==> config.mk <==
export PLATFORM = sky130hd
export DESIGN_NAME = wb_stage_p_flat
export DESIGN_NICKNAME = d
export VERILOG_FILES = /design/src/rtl/wb_stage_p_if.sv /design/src/rtl/wb_stage_p.sv /design/src/flat_wrapper.sv
export SDC_FILE = /design/constraint.sdc
export NUM_CORES = 1
export LEC_CHECK = 0
export ABC_AREA = 1
export CORE_AREA = 2 2 190 192
export CTS_CLUSTER_DIAMETER = 50
export DETAILED_ROUTE_END_ITERATION = 8
export DIE_AREA = 0 0 192 194
export PLACE_DENSITY_LB_ADDON = 0.1
export REMOVE_ABC_BUFFERS = 1
export SYNTH_ARGS = -nofsm -noshare
export SYNTH_HDL_FRONTEND = slang
export SYNTH_SLANG_ARGS = --single-unit
==> constraint.sdc <==
create_clock -name clk -period 10.9 [get_ports clk]
set_input_delay 2.725 -clock clk [delete_from_list [all_inputs] [get_ports clk]]
set_output_delay 2.725 -clock clk [all_outputs]
set_load 0.005 [all_outputs]
==> src/rtl/wb_stage_p_if.sv <==
// Write-back stage bus: MEM->WB payload, CP0 read/write ports, commit strobes,
// regfile write, forwarding and trace outputs.
interface wb_stage_p_if #(
  parameter int DATA_W   = 32,
  parameter int RADDR_W  = 5,
  parameter int EXCODE_W = 5
);
  logic                ms_to_ws_valid;
  logic                ws_allowin;
  logic [DATA_W-1:0]   ms_pc;
  logic                ms_gr_we;
  logic [RADDR_W-1:0]  ms_dest;
  logic [DATA_W-1:0]   ms_result;
  logic [2:0]          ms_ld_type;
  logic [1:0]          ms_ld_addr_lo;
  logic [DATA_W-1:0]   ms_mem_rdata;
  logic                ms_res_from_cp0;
  logic                ms_mtc0_we;
  logic [4:0]          ms_cp0_addr;
  logic [DATA_W-1:0]   ms_rt_value;
  logic                ms_ex;
  logic [EXCODE_W-1:0] ms_excode;
  logic [DATA_W-1:0]   ms_badvaddr;
  logic                ms_bd;
  logic                ms_eret;
  logic [4:0]          cp0_raddr;
  logic [DATA_W-1:0]   cp0_rdata;
  logic                cp0_we;
  logic [4:0]          cp0_waddr;
  logic [DATA_W-1:0]   cp0_wdata;
  logic                ws_ex;
  logic [EXCODE_W-1:0] ws_excode;
  logic [DATA_W-1:0]   ws_badvaddr;
  logic                ws_bd;
  logic [DATA_W-1:0]   ws_pc;
  logic                ws_eret;
  logic                rf_we;
  logic [RADDR_W-1:0]  rf_waddr;
  logic [DATA_W-1:0]   rf_wdata;
  logic                ws_fwd_valid;
  logic [RADDR_W-1:0]  ws_fwd_dest;
  logic [DATA_W-1:0]   ws_fwd_data;
  logic                ws_fwd_pending;
  logic [DATA_W-1:0]   debug_wb_pc;
  logic [3:0]          debug_wb_rf_wen;
  logic [RADDR_W-1:0]  debug_wb_rf_wnum;
  logic [DATA_W-1:0]   debug_wb_rf_wdata;

  modport master (
    output ms_to_ws_valid, ms_pc, ms_gr_we, ms_dest, ms_result, ms_ld_type,
           ms_ld_addr_lo, ms_mem_rdata, ms_res_from_cp0, ms_mtc0_we, ms_cp0_addr,
           ms_rt_value, ms_ex, ms_excode, ms_badvaddr, ms_bd, ms_eret, cp0_rdata,
    input  ws_allowin, cp0_raddr, cp0_we, cp0_waddr, cp0_wdata, ws_ex, ws_excode,
           ws_badvaddr, ws_bd, ws_pc, ws_eret, rf_we, rf_waddr, rf_wdata,
           ws_fwd_valid, ws_fwd_dest, ws_fwd_data, ws_fwd_pending, debug_wb_pc,
           debug_wb_rf_wen, debug_wb_rf_wnum, debug_wb_rf_wdata
  );

  modport slave (
    input  ms_to_ws_valid, ms_pc, ms_gr_we, ms_dest, ms_result, ms_ld_type,
           ms_ld_addr_lo, ms_mem_rdata, ms_res_from_cp0, ms_mtc0_we, ms_cp0_addr,
           ms_rt_value, ms_ex, ms_excode, ms_badvaddr, ms_bd, ms_eret, cp0_rdata,
    output ws_allowin, cp0_raddr, cp0_we, cp0_waddr, cp0_wdata, ws_ex, ws_excode,
           ws_badvaddr, ws_bd, ws_pc, ws_eret, rf_we, rf_waddr, rf_wdata,
           ws_fwd_valid, ws_fwd_dest, ws_fwd_data, ws_fwd_pending, debug_wb_pc,
           debug_wb_rf_wen, debug_wb_rf_wnum, debug_wb_rf_wdata
  );
endinterface

==> src/rtl/wb_stage_p.sv <==
// Write-back stage: aligns load data, waits out the CP0 read latency for mfc0,
// commits to regfile/CP0 and raises a one-cycle flush on exception or eret.
module wb_stage_p #(
  parameter int DATA_W     = 32,
  parameter int RADDR_W    = 5,
  parameter int EXCODE_W   = 5,
  parameter int CP0_RD_LAT = 1
) (
  input  logic         clk,
  input  logic         resetn,
  wb_stage_p_if.slave  bus
);
  localparam logic [1:0] LAT_C = 2'(CP0_RD_LAT);

  logic                r_ws_valid;
  logic [1:0]          r_rd_cnt;
  logic [DATA_W-1:0]   r_pc;
  logic                r_gr_we;
  logic [RADDR_W-1:0]  r_dest;
  logic [DATA_W-1:0]   r_result;
  logic [2:0]          r_ld_type;
  logic [1:0]          r_ld_addr_lo;
  logic [DATA_W-1:0]   r_mem_rdata;
  logic                r_res_from_cp0;
  logic                r_mtc0_we;
  logic [4:0]          r_cp0_addr;
  logic [DATA_W-1:0]   r_rt_value;
  logic                r_ex;
  logic [EXCODE_W-1:0] r_excode;
  logic [DATA_W-1:0]   r_badvaddr;
  logic                r_bd;
  logic                r_eret;

  logic                w_ready_go;
  logic                w_commit;
  logic                w_accept;
  logic                w_flush;
  logic                w_ws_ex;
  logic                w_ws_eret;
  logic                w_rf_we;
  logic                w_fwd_valid;
  logic [DATA_W-1:0]   w_load_data;
  logic [DATA_W-1:0]   w_rf_wdata;

  function automatic logic [DATA_W-1:0] align_load(
    input logic [2:0]        ld_type,
    input logic [1:0]        lo,
    input logic [DATA_W-1:0] word,
    input logic [DATA_W-1:0] result
  );
    logic [7:0]        b;
    logic [15:0]       h;
    logic [DATA_W-1:0] r;
    case (lo)
      2'd0:    b = word[7:0];
      2'd1:    b = word[15:8];
      2'd2:    b = word[23:16];
      default: b = word[31:24];
    endcase
    h = lo[1] ? word[31:16] : word[15:0];
    case (ld_type)
      3'd1:    r = word;
      3'd2:    r = {{(DATA_W-8){b[7]}}, b};
      3'd3:    r = {{(DATA_W-8){1'b0}}, b};
      3'd4:    r = {{(DATA_W-16){h[15]}}, h};
      3'd5:    r = {{(DATA_W-16){1'b0}}, h};
      default: r = result;
    endcase
    return r;
  endfunction

  // With CP0_RD_LAT=0 the counter never leaves 0, so mfc0 is ready at once.
  assign w_ready_go  = !r_res_from_cp0 || (r_rd_cnt == LAT_C);
  assign w_commit    = r_ws_valid && w_ready_go;
  assign w_accept    = bus.ms_to_ws_valid && bus.ws_allowin;
  assign w_ws_ex     = w_commit && r_ex;
  assign w_ws_eret   = w_commit && r_eret && !r_ex;
  assign w_flush     = w_ws_ex || w_ws_eret;
  assign w_rf_we     = w_commit && r_gr_we && !r_ex;
  assign w_fwd_valid = r_ws_valid && r_gr_we && !r_ex;
  assign w_load_data = align_load(r_ld_type, r_ld_addr_lo, r_mem_rdata, r_result);
  assign w_rf_wdata  = r_res_from_cp0 ? bus.cp0_rdata : w_load_data;

  // Occupancy and CP0 wait counter; a flush drops whatever MEM offers that cycle.
  always_ff @(posedge clk) begin
    if (!resetn) begin
      r_ws_valid <= 1'b0;
      r_rd_cnt   <= 2'd0;
    end else if (w_flush) begin
      r_ws_valid <= 1'b0;
      r_rd_cnt   <= 2'd0;
    end else if (w_accept) begin
      r_ws_valid <= 1'b1;
      r_rd_cnt   <= 2'd0;
    end else if (w_commit) begin
      r_ws_valid <= 1'b0;
    end else if (r_ws_valid && r_res_from_cp0 && !w_ready_go) begin
      r_rd_cnt <= r_rd_cnt + 2'd1;
    end
  end

  // Payload capture; contents are only meaningful while r_ws_valid is set.
  always_ff @(posedge clk) begin
    if (w_accept) begin
      r_pc           <= bus.ms_pc;
      r_gr_we        <= bus.ms_gr_we;
      r_dest         <= bus.ms_dest;
      r_result       <= bus.ms_result;
      r_ld_type      <= bus.ms_ld_type;
      r_ld_addr_lo   <= bus.ms_ld_addr_lo;
      r_mem_rdata    <= bus.ms_mem_rdata;
      r_res_from_cp0 <= bus.ms_res_from_cp0;
      r_mtc0_we      <= bus.ms_mtc0_we;
      r_cp0_addr     <= bus.ms_cp0_addr;
      r_rt_value     <= bus.ms_rt_value;
      r_ex           <= bus.ms_ex;
      r_excode       <= bus.ms_excode;
      r_badvaddr     <= bus.ms_badvaddr;
      r_bd           <= bus.ms_bd;
      r_eret         <= bus.ms_eret;
    end
  end

  assign bus.ws_allowin        = !r_ws_valid || w_ready_go;
  assign bus.cp0_raddr         = r_cp0_addr;
  assign bus.cp0_we            = w_commit && r_mtc0_we && !r_ex;
  assign bus.cp0_waddr         = r_cp0_addr;
  assign bus.cp0_wdata         = r_rt_value;
  assign bus.ws_ex             = w_ws_ex;
  assign bus.ws_excode         = r_excode;
  assign bus.ws_badvaddr       = r_badvaddr;
  assign bus.ws_bd             = r_bd;
  assign bus.ws_pc             = r_pc;
  assign bus.ws_eret           = w_ws_eret;
  assign bus.rf_we             = w_rf_we;
  assign bus.rf_waddr          = r_dest;
  assign bus.rf_wdata          = w_rf_wdata;
  assign bus.ws_fwd_valid      = w_fwd_valid;
  assign bus.ws_fwd_dest       = r_dest;
  assign bus.ws_fwd_data       = w_rf_wdata;
  assign bus.ws_fwd_pending    = w_fwd_valid && !w_ready_go;
  assign bus.debug_wb_pc       = r_pc;
  assign bus.debug_wb_rf_wen   = {4{w_rf_we}};
  assign bus.debug_wb_rf_wnum  = r_dest;
  assign bus.debug_wb_rf_wdata = w_rf_wdata;
endmodule
==> src/flat_wrapper.sv <==
// flat-port wrapper written by rule: the top's interface ports become plain ports
module wb_stage_p_flat 
#(
  parameter int DATA_W     = 32,
  parameter int RADDR_W    = 5,
  parameter int EXCODE_W   = 5,
  parameter int CP0_RD_LAT = 1
)
  (clk, resetn, bus_ms_to_ws_valid, bus_ms_pc, bus_ms_gr_we, bus_ms_dest, bus_ms_result, bus_ms_ld_type, bus_ms_ld_addr_lo, bus_ms_mem_rdata, bus_ms_res_from_cp0, bus_ms_mtc0_we, bus_ms_cp0_addr, bus_ms_rt_value, bus_ms_ex, bus_ms_excode, bus_ms_badvaddr, bus_ms_bd, bus_ms_eret, bus_cp0_rdata, bus_ws_allowin, bus_cp0_raddr, bus_cp0_we, bus_cp0_waddr, bus_cp0_wdata, bus_ws_ex, bus_ws_excode, bus_ws_badvaddr, bus_ws_bd, bus_ws_pc, bus_ws_eret, bus_rf_we, bus_rf_waddr, bus_rf_wdata, bus_ws_fwd_valid, bus_ws_fwd_dest, bus_ws_fwd_data, bus_ws_fwd_pending, bus_debug_wb_pc, bus_debug_wb_rf_wen, bus_debug_wb_rf_wnum, bus_debug_wb_rf_wdata);
  wb_stage_p_if #(.DATA_W(DATA_W), .RADDR_W(RADDR_W), .EXCODE_W(EXCODE_W)) bus_i ();
  input  logic clk;
  input  logic resetn;
  input wire logic [$bits(bus_i.ms_to_ws_valid)-1:0] bus_ms_to_ws_valid;
  input wire logic [$bits(bus_i.ms_pc)-1:0] bus_ms_pc;
  input wire logic [$bits(bus_i.ms_gr_we)-1:0] bus_ms_gr_we;
  input wire logic [$bits(bus_i.ms_dest)-1:0] bus_ms_dest;
  input wire logic [$bits(bus_i.ms_result)-1:0] bus_ms_result;
  input wire logic [$bits(bus_i.ms_ld_type)-1:0] bus_ms_ld_type;
  input wire logic [$bits(bus_i.ms_ld_addr_lo)-1:0] bus_ms_ld_addr_lo;
  input wire logic [$bits(bus_i.ms_mem_rdata)-1:0] bus_ms_mem_rdata;
  input wire logic [$bits(bus_i.ms_res_from_cp0)-1:0] bus_ms_res_from_cp0;
  input wire logic [$bits(bus_i.ms_mtc0_we)-1:0] bus_ms_mtc0_we;
  input wire logic [$bits(bus_i.ms_cp0_addr)-1:0] bus_ms_cp0_addr;
  input wire logic [$bits(bus_i.ms_rt_value)-1:0] bus_ms_rt_value;
  input wire logic [$bits(bus_i.ms_ex)-1:0] bus_ms_ex;
  input wire logic [$bits(bus_i.ms_excode)-1:0] bus_ms_excode;
  input wire logic [$bits(bus_i.ms_badvaddr)-1:0] bus_ms_badvaddr;
  input wire logic [$bits(bus_i.ms_bd)-1:0] bus_ms_bd;
  input wire logic [$bits(bus_i.ms_eret)-1:0] bus_ms_eret;
  input wire logic [$bits(bus_i.cp0_rdata)-1:0] bus_cp0_rdata;
  output wire logic [$bits(bus_i.ws_allowin)-1:0] bus_ws_allowin;
  output wire logic [$bits(bus_i.cp0_raddr)-1:0] bus_cp0_raddr;
  output wire logic [$bits(bus_i.cp0_we)-1:0] bus_cp0_we;
  output wire logic [$bits(bus_i.cp0_waddr)-1:0] bus_cp0_waddr;
  output wire logic [$bits(bus_i.cp0_wdata)-1:0] bus_cp0_wdata;
  output wire logic [$bits(bus_i.ws_ex)-1:0] bus_ws_ex;
  output wire logic [$bits(bus_i.ws_excode)-1:0] bus_ws_excode;
  output wire logic [$bits(bus_i.ws_badvaddr)-1:0] bus_ws_badvaddr;
  output wire logic [$bits(bus_i.ws_bd)-1:0] bus_ws_bd;
  output wire logic [$bits(bus_i.ws_pc)-1:0] bus_ws_pc;
  output wire logic [$bits(bus_i.ws_eret)-1:0] bus_ws_eret;
  output wire logic [$bits(bus_i.rf_we)-1:0] bus_rf_we;
  output wire logic [$bits(bus_i.rf_waddr)-1:0] bus_rf_waddr;
  output wire logic [$bits(bus_i.rf_wdata)-1:0] bus_rf_wdata;
  output wire logic [$bits(bus_i.ws_fwd_valid)-1:0] bus_ws_fwd_valid;
  output wire logic [$bits(bus_i.ws_fwd_dest)-1:0] bus_ws_fwd_dest;
  output wire logic [$bits(bus_i.ws_fwd_data)-1:0] bus_ws_fwd_data;
  output wire logic [$bits(bus_i.ws_fwd_pending)-1:0] bus_ws_fwd_pending;
  output wire logic [$bits(bus_i.debug_wb_pc)-1:0] bus_debug_wb_pc;
  output wire logic [$bits(bus_i.debug_wb_rf_wen)-1:0] bus_debug_wb_rf_wen;
  output wire logic [$bits(bus_i.debug_wb_rf_wnum)-1:0] bus_debug_wb_rf_wnum;
  output wire logic [$bits(bus_i.debug_wb_rf_wdata)-1:0] bus_debug_wb_rf_wdata;
  assign bus_i.ms_to_ws_valid = bus_ms_to_ws_valid;
  assign bus_i.ms_pc = bus_ms_pc;
  assign bus_i.ms_gr_we = bus_ms_gr_we;
  assign bus_i.ms_dest = bus_ms_dest;
  assign bus_i.ms_result = bus_ms_result;
  assign bus_i.ms_ld_type = bus_ms_ld_type;
  assign bus_i.ms_ld_addr_lo = bus_ms_ld_addr_lo;
  assign bus_i.ms_mem_rdata = bus_ms_mem_rdata;
  assign bus_i.ms_res_from_cp0 = bus_ms_res_from_cp0;
  assign bus_i.ms_mtc0_we = bus_ms_mtc0_we;
  assign bus_i.ms_cp0_addr = bus_ms_cp0_addr;
  assign bus_i.ms_rt_value = bus_ms_rt_value;
  assign bus_i.ms_ex = bus_ms_ex;
  assign bus_i.ms_excode = bus_ms_excode;
  assign bus_i.ms_badvaddr = bus_ms_badvaddr;
  assign bus_i.ms_bd = bus_ms_bd;
  assign bus_i.ms_eret = bus_ms_eret;
  assign bus_i.cp0_rdata = bus_cp0_rdata;
  assign bus_ws_allowin = bus_i.ws_allowin;
  assign bus_cp0_raddr = bus_i.cp0_raddr;
  assign bus_cp0_we = bus_i.cp0_we;
  assign bus_cp0_waddr = bus_i.cp0_waddr;
  assign bus_cp0_wdata = bus_i.cp0_wdata;
  assign bus_ws_ex = bus_i.ws_ex;
  assign bus_ws_excode = bus_i.ws_excode;
  assign bus_ws_badvaddr = bus_i.ws_badvaddr;
  assign bus_ws_bd = bus_i.ws_bd;
  assign bus_ws_pc = bus_i.ws_pc;
  assign bus_ws_eret = bus_i.ws_eret;
  assign bus_rf_we = bus_i.rf_we;
  assign bus_rf_waddr = bus_i.rf_waddr;
  assign bus_rf_wdata = bus_i.rf_wdata;
  assign bus_ws_fwd_valid = bus_i.ws_fwd_valid;
  assign bus_ws_fwd_dest = bus_i.ws_fwd_dest;
  assign bus_ws_fwd_data = bus_i.ws_fwd_data;
  assign bus_ws_fwd_pending = bus_i.ws_fwd_pending;
  assign bus_debug_wb_pc = bus_i.debug_wb_pc;
  assign bus_debug_wb_rf_wen = bus_i.debug_wb_rf_wen;
  assign bus_debug_wb_rf_wnum = bus_i.debug_wb_rf_wnum;
  assign bus_debug_wb_rf_wdata = bus_i.debug_wb_rf_wdata;
  wb_stage_p #(.DATA_W(DATA_W), .RADDR_W(RADDR_W), .EXCODE_W(EXCODE_W), .CP0_RD_LAT(CP0_RD_LAT)) u_core (.clk(clk), .resetn(resetn), .bus(bus_i));
endmodule
==> results.md <==
- Run status: finished, final reports clean
- Syn. warnings: 0
- Peak supply drop: 108 uV
- Critical path depth: 4
- Cell Pwr Density: 138 mW/mm2
- Final hold violations: 0
- Hold EP: u_core.r_rd_cnt[1]$_SDFFE_PP0P_
- Family with the most delay on the worst path: buffers and inverters
- First-pass GRT wire length: 43,800 um
- CTS sink cnt: 189
- Via count: 6,320
- Met2 global-route usage: 29.7%
- CP endpoint kind: output port
- Slew Limit Fails: 0
- FF+latch count, synth: 189
- Non-Filler Instances: 1,584
- Dpl ws: 4.09 ns
- HP Start: u_core.r_rd_cnt[1]$_SDFFE_PP0P_
- Clk root buf: clkbuf_16
- Crit path required time: 8.18 ns
- Drt total wl: 31,000 um
- Clock buffer count from CTS: 17
- Mapped Avg Cell Area: 11.3 um2
- # IOs: 487
- Grt peak-use layer: met2
- Routed len/inst: 19.5 um
- Critical Path AT: 4.05 ns
- DRT iter0 DRCs: 352
- Sequential cell area: 0.00565 mm2
- Die Wd: 192 um
- Final WS setup: 4.13 ns
- Fmax: 148 MHz
- CP cell instances: clkdlybuf4s50_1 -> nand2_1 -> nand2_1 -> clkdlybuf4s50_1
- Mapped Area: 0.00833 mm2
- Area delta synth->final: 60.5%
- Vias per inst: 3.99
- Critical path class: in -> out
- Largest net degree at the start of global routing: 109
- RR Endpoint: u_core.bus.cp0_raddr[1]$_DFFE_PP_
- Hold_buf cts: 0
- Max Cap Violations: 0
- RSZ-0062 raised after global routing: no
- Startpoint Class: primary input
- Worst R2R Path Depth: 7
- Clk buf depth: 2
- Fin Setup TNS: 0 ns
- Number of global-route vias before repair: 6,486
- Setup bufs post-CTS: 0
- RD Place Congestion: 0.786
- R2r startpoint: u_core.r_res_from_cp0$_DFFE_PP_
- Cts repair resizes: 0
- Fillers: 3,523
- Core Region: 0.0352 mm2
- DRC violations left: 0
- Skew final: 0.0104 ns
- Final ANT Viol Nets: 0
- Tot GR Track Use: 16.5%
- Site Rows: 69
- Starting Density: 23.7%
- Cell Count Post-Placement: 1,550
- Seq/Total Area, Yosys: 67.7%
- Peak fanout along the critical path: 3
- R2R Setup Slk: 7.28 ns
- Crit-path slowest cell: clkdlybuf4s50_1
- H-tree depth: 4
- Initial antenna violation count: 3
- Tot Pwr: 1.84 mW
- Clk Latency, worst-skew pair: 0.44 ns
- Hold path depth: 2
- Post-Synthesis Cells: 738
- Commonest cells after routing, fill and taps aside: clkdlybuf4s50_1 (486), nand2_1 (186), edfxtp_1 (186)
- Final period util: 62.1%
- Reg clk slew, reported paths: 0.06 ns
- Worst path max stage delay: 0.57 ns
- Die Height: 194 um
- Final setup viols: 0
- Port Buffers: 486
- Buffer and inverter count on the worst path: 2
- Multi-input gate area: 0.00151 mm2
- Most common cell after layout, fill and taps aside: clkdlybuf4s50_1
- Remaining global-route overflow: 0
- Max_slew headroom: 23.6%
- Layout Nets: 1,330
- Leak pwr: 5.10 nW
- Met3 usage: 8.09%
- Worst Tran Pin Value: 1.15 ns
- Met1 GRT Util: 17.3%
- Cell variety after synth: 23
- CTS tree: done
- Pre-antenna DRT Iters: 6
- DIE AREA: 0.0372 mm2
- Final min period: 6.77 ns
- Detail Placement HPWL: 23,500 um
- Share of cells above drive strength 1: 3.93%
- HP Class: reg -> reg
[power by group]
part / total, mW / leakage, nW / internal [mW] / switching [mW]
Clock: 0.599 / 0.266 / 0.299 / 0.300
Combinational: 0.370 / 3.01 / 0.222 / 0.148
Sequential: 0.873 / 1.83 / 0.854 / 0.0198
[registers in the layout, summed over array words and instances, names as in the netlist, 2 cells and up]
name                         cells
u_core.bus.cp0_raddr             5
u_core.r_mem_rdata              32
u_core.r_ld_type                 3
u_core.bus.cp0_wdata            32
u_core.bus.ws_excode             5
u_core.bus.ws_badvaddr          32
u_core.r_result                 32
u_core.bus.debug_wb_rf_wnum      5
u_core.bus.debug_wb_pc          32
u_core.r_rd_cnt                  2
u_core.r_ld_addr_lo              2
[worst min-delay path, stage by stage, from the launching register on]
cell and delay (ns):
dfxtp_1 0.32, nand2_1 0.06, a21oi_1 0.05
[Yosys cell counts]
cell / instances / share of area, %
ha_1: 1 / 0.15
o21ai_1: 7 / 0.42
nor2_2: 1 / 0.075
buf_2: 13 / 0.78
nor2_1: 74 / 3.3
nor2_4: 1 / 0.14
nand3_2: 2 / 0.24
nand2_2: 3 / 0.23
nand3_1: 43 / 2.6
dfxtp_1: 3 / 0.72
or2_2: 1 / 0.075
inv_2: 2 / 0.090
inv_1: 52 / 2.3
buf_4: 118 / 11
xor2_1: 1 / 0.11
nand3_4: 1 / 0.21
a21oi_1: 16 / 0.96
clkbuf_1: 7 / 0.32
nor3_1: 3 / 0.18
nand2_1: 186 / 8.4
nand4_1: 1 / 0.075
edfxtp_1: 186 / 67
o21ai_0: 16 / 0.96
[per-stage QoR]
stage	util [%]	instance area, um2	hold WS [ns]
after floorplan	-	7360	0.440
after global routing	38.0	13400	0.491
after CTS	38.0	13400	0.479
after global placement	36.4	12800	0.450
after detailed placement	36.4	12800	0.469
final	38.0	13400	0.478
[logic make-up after synthesis]
family	Yosys count	share of synthesized area, %
AOI/OAI and AO/OA	39	2.34
xor gates and xnor gates	1	0.105
DFF	189	67.7
adders and majority gates	1	0.150
and+or+nand+nor	316	15.5
buffers and inverters	192	14.2
[routing by layer]
layer  part of all wire [%]  vias to the layer above
met1                     37                     2949
met4                    1.1                        2
met3                     11                       18
met5                  0.032                        -
li1                       -                     3069
met2                     51                      282
[how the worst max path moves through the flow]
stage                             from                                end
floorplan           bus_ms_to_ws_valid  u_core.bus.cp0_raddr[0]$_DFFE_PP_
global placement     bus_cp0_rdata[10]                   bus_rf_wdata[10]
detailed placement   bus_cp0_rdata[10]                   bus_rf_wdata[10]
CTS                  bus_cp0_rdata[10]                   bus_rf_wdata[10]
global route         bus_cp0_rdata[10]                   bus_rf_wdata[10]
finish               bus_cp0_rdata[20]                   bus_rf_wdata[20]
[layout make-up]
class	count	area share, %
sequential	189	42.2
timing repair buffer	489	36.5
multi-input combinational	357	11.3
tap	461	4.31
clock buffer	19	3.24
inverter	54	1.57
clock inverter	13	0.805
antenna	2	0.0374
Note: power is estimated with default switching activity, not from simulation.
